File: config.mk
export PLATFORM = sky130hd
export DESIGN_NAME = circular_barrel_unshift_pipe
export DESIGN_NICKNAME = d
export VERILOG_FILES = /design/src/rtl/circular_barrel_unshift_pipe.sv
export SDC_FILE = /design/constraint.sdc
export NUM_CORES = 1
export LEC_CHECK = 0
export ABC_AREA = 1
export CORE_ASPECT_RATIO = 1.5
export CORE_MARGIN = 2
export CORE_UTILIZATION = 51
export DETAILED_ROUTE_END_ITERATION = 8
export HOLD_SLACK_MARGIN = 0.12
export PLACE_DENSITY = 0.77
export SYNTH_ARGS = -nofsm -noshare
export SYNTH_HDL_FRONTEND = slang
export SYNTH_SLANG_ARGS = --single-unit
File: constraint.sdc
create_clock -name clk -period 1.19 [get_ports clk]
set_clock_uncertainty 0.05 [all_clocks]
set_input_delay 0.238 -clock clk [delete_from_list [all_inputs] [get_ports clk]]
set_output_delay 0.238 -clock clk [all_outputs]
set_load 0.03 [all_outputs]
File: src/rtl/circular_barrel_unshift_pipe.sv
// Three-stage pipelined circular left-rotator with valid/ready flow control; undoes a 40-bit right-rotate.
// Optional sideband tag carried alongside the data when CIRC_UNSHIFT_TAG_EN is defined.
module circular_barrel_unshift_pipe #(
  parameter int WIDTH = 40,
  parameter int AMT_W = 6
`ifdef CIRC_UNSHIFT_TAG_EN
  ,
  parameter int TAG_W = 6
`endif
) (
  input  logic             clk,
  input  logic             rst_n,
  input  logic             flush,
  input  logic             in_valid,
  output logic             in_ready,
  input  logic [WIDTH-1:0] in_data,
  input  logic [AMT_W-1:0] in_amt,
`ifdef CIRC_UNSHIFT_TAG_EN
  input  logic [TAG_W-1:0] in_tag,
  output logic [TAG_W-1:0] out_tag,
`endif
  output logic             out_valid,
  input  logic             out_ready,
  output logic [WIDTH-1:0] out_data
);

  // Amount bit k rotates by 2^k, folded into the word width so large amounts wrap.
  localparam int unsigned R0 = 1 % WIDTH;
  localparam int unsigned R1 = 2 % WIDTH;
  localparam int unsigned R2 = 4 % WIDTH;
  localparam int unsigned R3 = 8 % WIDTH;
  localparam int unsigned R4 = 16 % WIDTH;
  localparam int unsigned R5 = 32 % WIDTH;

  function automatic logic [WIDTH-1:0] rotl(input logic [WIDTH-1:0] x, input int unsigned n);
    logic [2*WIDTH-1:0] dbl;
    dbl = {x, x} << n;
    return dbl[2*WIDTH-1:WIDTH];
  endfunction

  logic             s1_valid_q, s1_valid_d;
  logic [WIDTH-1:0] s1_data_q, s1_data_d;
  logic [3:0]       s1_amt_q, s1_amt_d;
  logic             s2_valid_q, s2_valid_d;
  logic [WIDTH-1:0] s2_data_q, s2_data_d;
  logic [1:0]       s2_amt_q, s2_amt_d;
  logic             s3_valid_q, s3_valid_d;
  logic [WIDTH-1:0] s3_data_q, s3_data_d;
`ifdef CIRC_UNSHIFT_TAG_EN
  logic [TAG_W-1:0] s1_tag_q, s1_tag_d;
  logic [TAG_W-1:0] s2_tag_q, s2_tag_d;
  logic [TAG_W-1:0] s3_tag_q, s3_tag_d;
`endif

  logic             s1_ready, s2_ready, s3_ready, in_fire;
  logic [WIDTH-1:0] s1_rot, s2_rot, s3_rot;

  // Ripple-ready: a stage can take a new word if it is empty or emptying this cycle.
  assign s3_ready = !s3_valid_q || out_ready;
  assign s2_ready = !s2_valid_q || s3_ready;
  assign s1_ready = !s1_valid_q || s2_ready;
  assign in_ready = rst_n && !flush && s1_ready;
  assign in_fire  = in_valid && in_ready;

  always_comb begin
    s1_rot = in_data;
    if (in_amt[0]) s1_rot = rotl(s1_rot, R0);
    if (in_amt[1]) s1_rot = rotl(s1_rot, R1);
    s2_rot = s1_data_q;
    if (s1_amt_q[0]) s2_rot = rotl(s2_rot, R2);
    if (s1_amt_q[1]) s2_rot = rotl(s2_rot, R3);
    s3_rot = s2_data_q;
    if (s2_amt_q[0]) s3_rot = rotl(s3_rot, R4);
    if (s2_amt_q[1]) s3_rot = rotl(s3_rot, R5);
  end

  always_comb begin
    s1_valid_d = s1_valid_q;
    s1_data_d  = s1_data_q;
    s1_amt_d   = s1_amt_q;
    s2_valid_d = s2_valid_q;
    s2_data_d  = s2_data_q;
    s2_amt_d   = s2_amt_q;
    s3_valid_d = s3_valid_q;
    s3_data_d  = s3_data_q;
`ifdef CIRC_UNSHIFT_TAG_EN
    s1_tag_d   = s1_tag_q;
    s2_tag_d   = s2_tag_q;
    s3_tag_d   = s3_tag_q;
`endif
    if (s1_ready) s1_valid_d = in_fire;
    if (in_fire) begin
      s1_data_d = s1_rot;
      s1_amt_d  = in_amt[5:2];
`ifdef CIRC_UNSHIFT_TAG_EN
      s1_tag_d  = in_tag;
`endif
    end
    if (s2_ready) s2_valid_d = s1_valid_q;
    if (s2_ready && s1_valid_q && !flush) begin
      s2_data_d = s2_rot;
      s2_amt_d  = s1_amt_q[3:2];
`ifdef CIRC_UNSHIFT_TAG_EN
      s2_tag_d  = s1_tag_q;
`endif
    end
    if (s3_ready) s3_valid_d = s2_valid_q;
    if (s3_ready && s2_valid_q && !flush) begin
      s3_data_d = s3_rot;
`ifdef CIRC_UNSHIFT_TAG_EN
      s3_tag_d  = s2_tag_q;
`endif
    end
    // Flush empties every stage but leaves data registers untouched.
    if (flush) begin
      s1_valid_d = 1'b0;
      s2_valid_d = 1'b0;
      s3_valid_d = 1'b0;
    end
  end

  always_ff @(posedge clk or negedge rst_n) begin
    if (!rst_n) begin
      s1_valid_q <= 1'b0;
      s1_data_q  <= '0;
      s1_amt_q   <= '0;
      s2_valid_q <= 1'b0;
      s2_data_q  <= '0;
      s2_amt_q   <= '0;
      s3_valid_q <= 1'b0;
      s3_data_q  <= '0;
`ifdef CIRC_UNSHIFT_TAG_EN
      s1_tag_q   <= '0;
      s2_tag_q   <= '0;
      s3_tag_q   <= '0;
`endif
    end else begin
      s1_valid_q <= s1_valid_d;
      s1_data_q  <= s1_data_d;
      s1_amt_q   <= s1_amt_d;
      s2_valid_q <= s2_valid_d;
      s2_data_q  <= s2_data_d;
      s2_amt_q   <= s2_amt_d;
      s3_valid_q <= s3_valid_d;
      s3_data_q  <= s3_data_d;
`ifdef CIRC_UNSHIFT_TAG_EN
      s1_tag_q   <= s1_tag_d;
      s2_tag_q   <= s2_tag_d;
      s3_tag_q   <= s3_tag_d;
`endif
    end
  end

  assign out_valid = s3_valid_q;
  assign out_data  = s3_data_q;
`ifdef CIRC_UNSHIFT_TAG_EN
  assign out_tag   = s3_tag_q;
`endif

endmodule

==> impl_results.md <==
* Final Critical Period at 1625 ps
* Top cells by area, synth: dfrtp_1, nand2_1, nand3_1
* Status: finished, violations left
* Design Area, Final at 11810 sq um
* # diodes at 0
* DR vias/cell at 5.728
* Cells after Synth at 1171
* Maxcap violations at 0
* Fin. Hold Viols at 0
* Root Buffer Master: clkbuf_16
* CP required at 900 ps
* Die H at 154.6 microns
* First-pass GRT wire length at 38400 microns
* Arrival @ worst endpoint at 1340 ps
* Via count at 8913
* Most used DFF post-synth: dfrtp_1
* Starting density of the core at 51.60%
* Crit path max fanout at 2
* Power per Cell Area at 1871 nW/um^2
* Inserted Clock Buffers at 17
* Rows at 55
* Final setup TNS at -41480 ps
* Util after Layout at 79.08%
* Post-DP Area at 9214 sq um
* Area leader, netlist: dfrtp_1
* Avg Cell Area, Syn at 6.581 sq um
* Synth warnings at 0
* Vias in the first global route at 7980
* Routability cong. at 0.9416
* Routed WL at 28110 microns
* Type of the worst setup path: reg -> out
* WL/cell at 18.07 microns
* I/O pin count at 93
* Seq cells post-synth at 129
* Layout cells sized above 1 at 29.99%
* Mapped cell area at 7706 sq um
* Largest net degree at the start of global routing at 78
* Fin crit share at 136.5%
* DR DRC count at 0
* Yosys cell types at 21
* Max-slew violation count at 0
* # setup viols final at 169
* Die area at 16130 sq um
* Fmax achieved at 0.6155 GHz
* Endpoint type of the worst setup path: primary output
* Drt first pass iters at 8
* Final Hold Slack at 233.7 ps
* FFs w/ async S/R, synth at 100.0%
* Worst-case clock buffer depth at 2
* Setup WS post-layout at -434.7 ps
* HP Class: in -> async
* Pre-CTS WS at -476.3 ps
* P&R area growth vs syn at 53.24%
* Die W at 104.4 microns
* CTS tree: yes
* Core Region at 14930 sq um
* Synth top area share at 41.89%
* Most frequent cells after synthesis: nand2_1, nand3_1, dfrtp_1
* Leakage Power at 6.181 nW
* Peak VDD IR at 0.001052 V
* Synth Net Count at 1222
* Nets at 1395
* Failing checks: negative setup slack
* Post-synth EDFFs at 0
* Worst-Margin Slew at 410.1 ps
* Startpoint Class: register
* Detail Placement HPWL at 14130 microns
* Slew HR at 72.66%
* I/O Buffers at 92
* GRT overflow at 0
* Clk_lat worst skew at 430 ps
* Routed Antenna Nets at 0
* All-Layer GR Usage at 29.56%
* Clock-pin slew on the worst setup and hold paths at 60 ps
* Sink Count at 129
* RSZ-0062 raised after global routing: yes
* Antenna violations before repair at 0
* Number of DRC markers in iteration 0 at 881
* Top-count cell post-synth: nand2_1
* Sequential-to-total area share from yosys stat at 41.89%
* # H-tree levels at 4
metal layers:
metal | up-vias | track usage (%) | wire length (microns)
met5 | - | 0 | 0
met1 | 4154 | 32.27 | 9602
met2 | 502 | 53.44 | 14690
li1 | 4085 | - | -
met3 | 172 | 3.961 | 1622
met4 | 0 | 19.05 | 2197
where the power goes:
part	switching, mW	internal [mW]
combinational	5.28	4.20
sequential	1.35	5.59
clock	2.15	3.53
cells in the final DEF (no fill, tap or decap), drive strengths merged:
| master | instances |
|---|---|
| clkbuf | 22 |
| dfrtp | 129 |
| nor2 | 4 |
| nand4 | 1 |
| nand2 | 604 |
| inv | 67 |
| clkdlybuf4s50 | 49 |
| a21oi | 1 |
| clkinv | 5 |
| buf | 176 |
| o21ai | 87 |
| bufbuf | 2 |
| clkinvlp | 4 |
| nand3 | 185 |
| dlygate4sd3 | 1 |
| o211ai | 16 |
| bufinv | 4 |
through the flow:
| stage | std cells | power [mW] |
|---|---|---|
| 2_1_floorplan | 1171 | 10.71 |
| 3_3_place_gp | 1461 | 13.34 |
| 3_5_place_dp | 1461 | 13.45 |
| 4_1_cts | 1534 | 20.44 |
| 5_1_grt | 1556 | 23.00 |
| 6_report | 1556 | 22.09 |
repair_timing:
action	CTS	global route
setup buffers	30	29
pin swaps	10	73
resized for setup	166	192
hold buffers	1	0
endpoints found under the hold margin	129	0
setup endpoints to repair	168	169
gates cloned	16	6
kinds of logic after synthesis:
| family | after synthesis | share of synthesized area [%] |
|---|---|---|
| flip-flops | 129 | 41.89 |
| AND/OR/NAND/NOR | 794 | 42.05 |
| buffers and inverters | 144 | 8.540 |
| AO/OA/AOI/OAI | 104 | 7.518 |
state kept, by name, indices dropped and copies added (netlist names):
register,cells
s1_data_q,40
out_valid,1
s2_amt_q,2
s2_data_q,40
s1_amt_q,4
out_data,40
s1_valid_q,1
s2_valid_q,1
area by class of cell:
cell class	instances	area, sq um
inverter	65	261.5
fill	943	3124
timing repair buffer	233	2805
clock buffer	17	425.4
multi-input combinational	898	4627
sequential	129	3233
tap	199	249.0
clock inverter	15	207.7
worst paths after layout:
kind	start	endpoint	slack [ps]	depth (start not counted)
min in group clk	in_amt[5]	s1_amt_q[3]	300	3
hold reg to reg	out_data[9]	out_data[9]	460	2
setup / recovery	out_valid	in_ready	-430	6
hold / removal	rst_n	out_data[15]	230	3
max in group asynchronous	rst_n	s1_amt_q[0]	250	4
setup reg to reg	out_valid	s1_amt_q[0]	-410	8
worst max-delay path: stages, from the launching register on:
cell	delay, ps
dfrtp_2	410
buf_6	130
nand4_4	60
buf_6	110
nand2_4	40
inv_2	50
buf_6	120
Note: power is estimated with default switching activity, not from simulation.
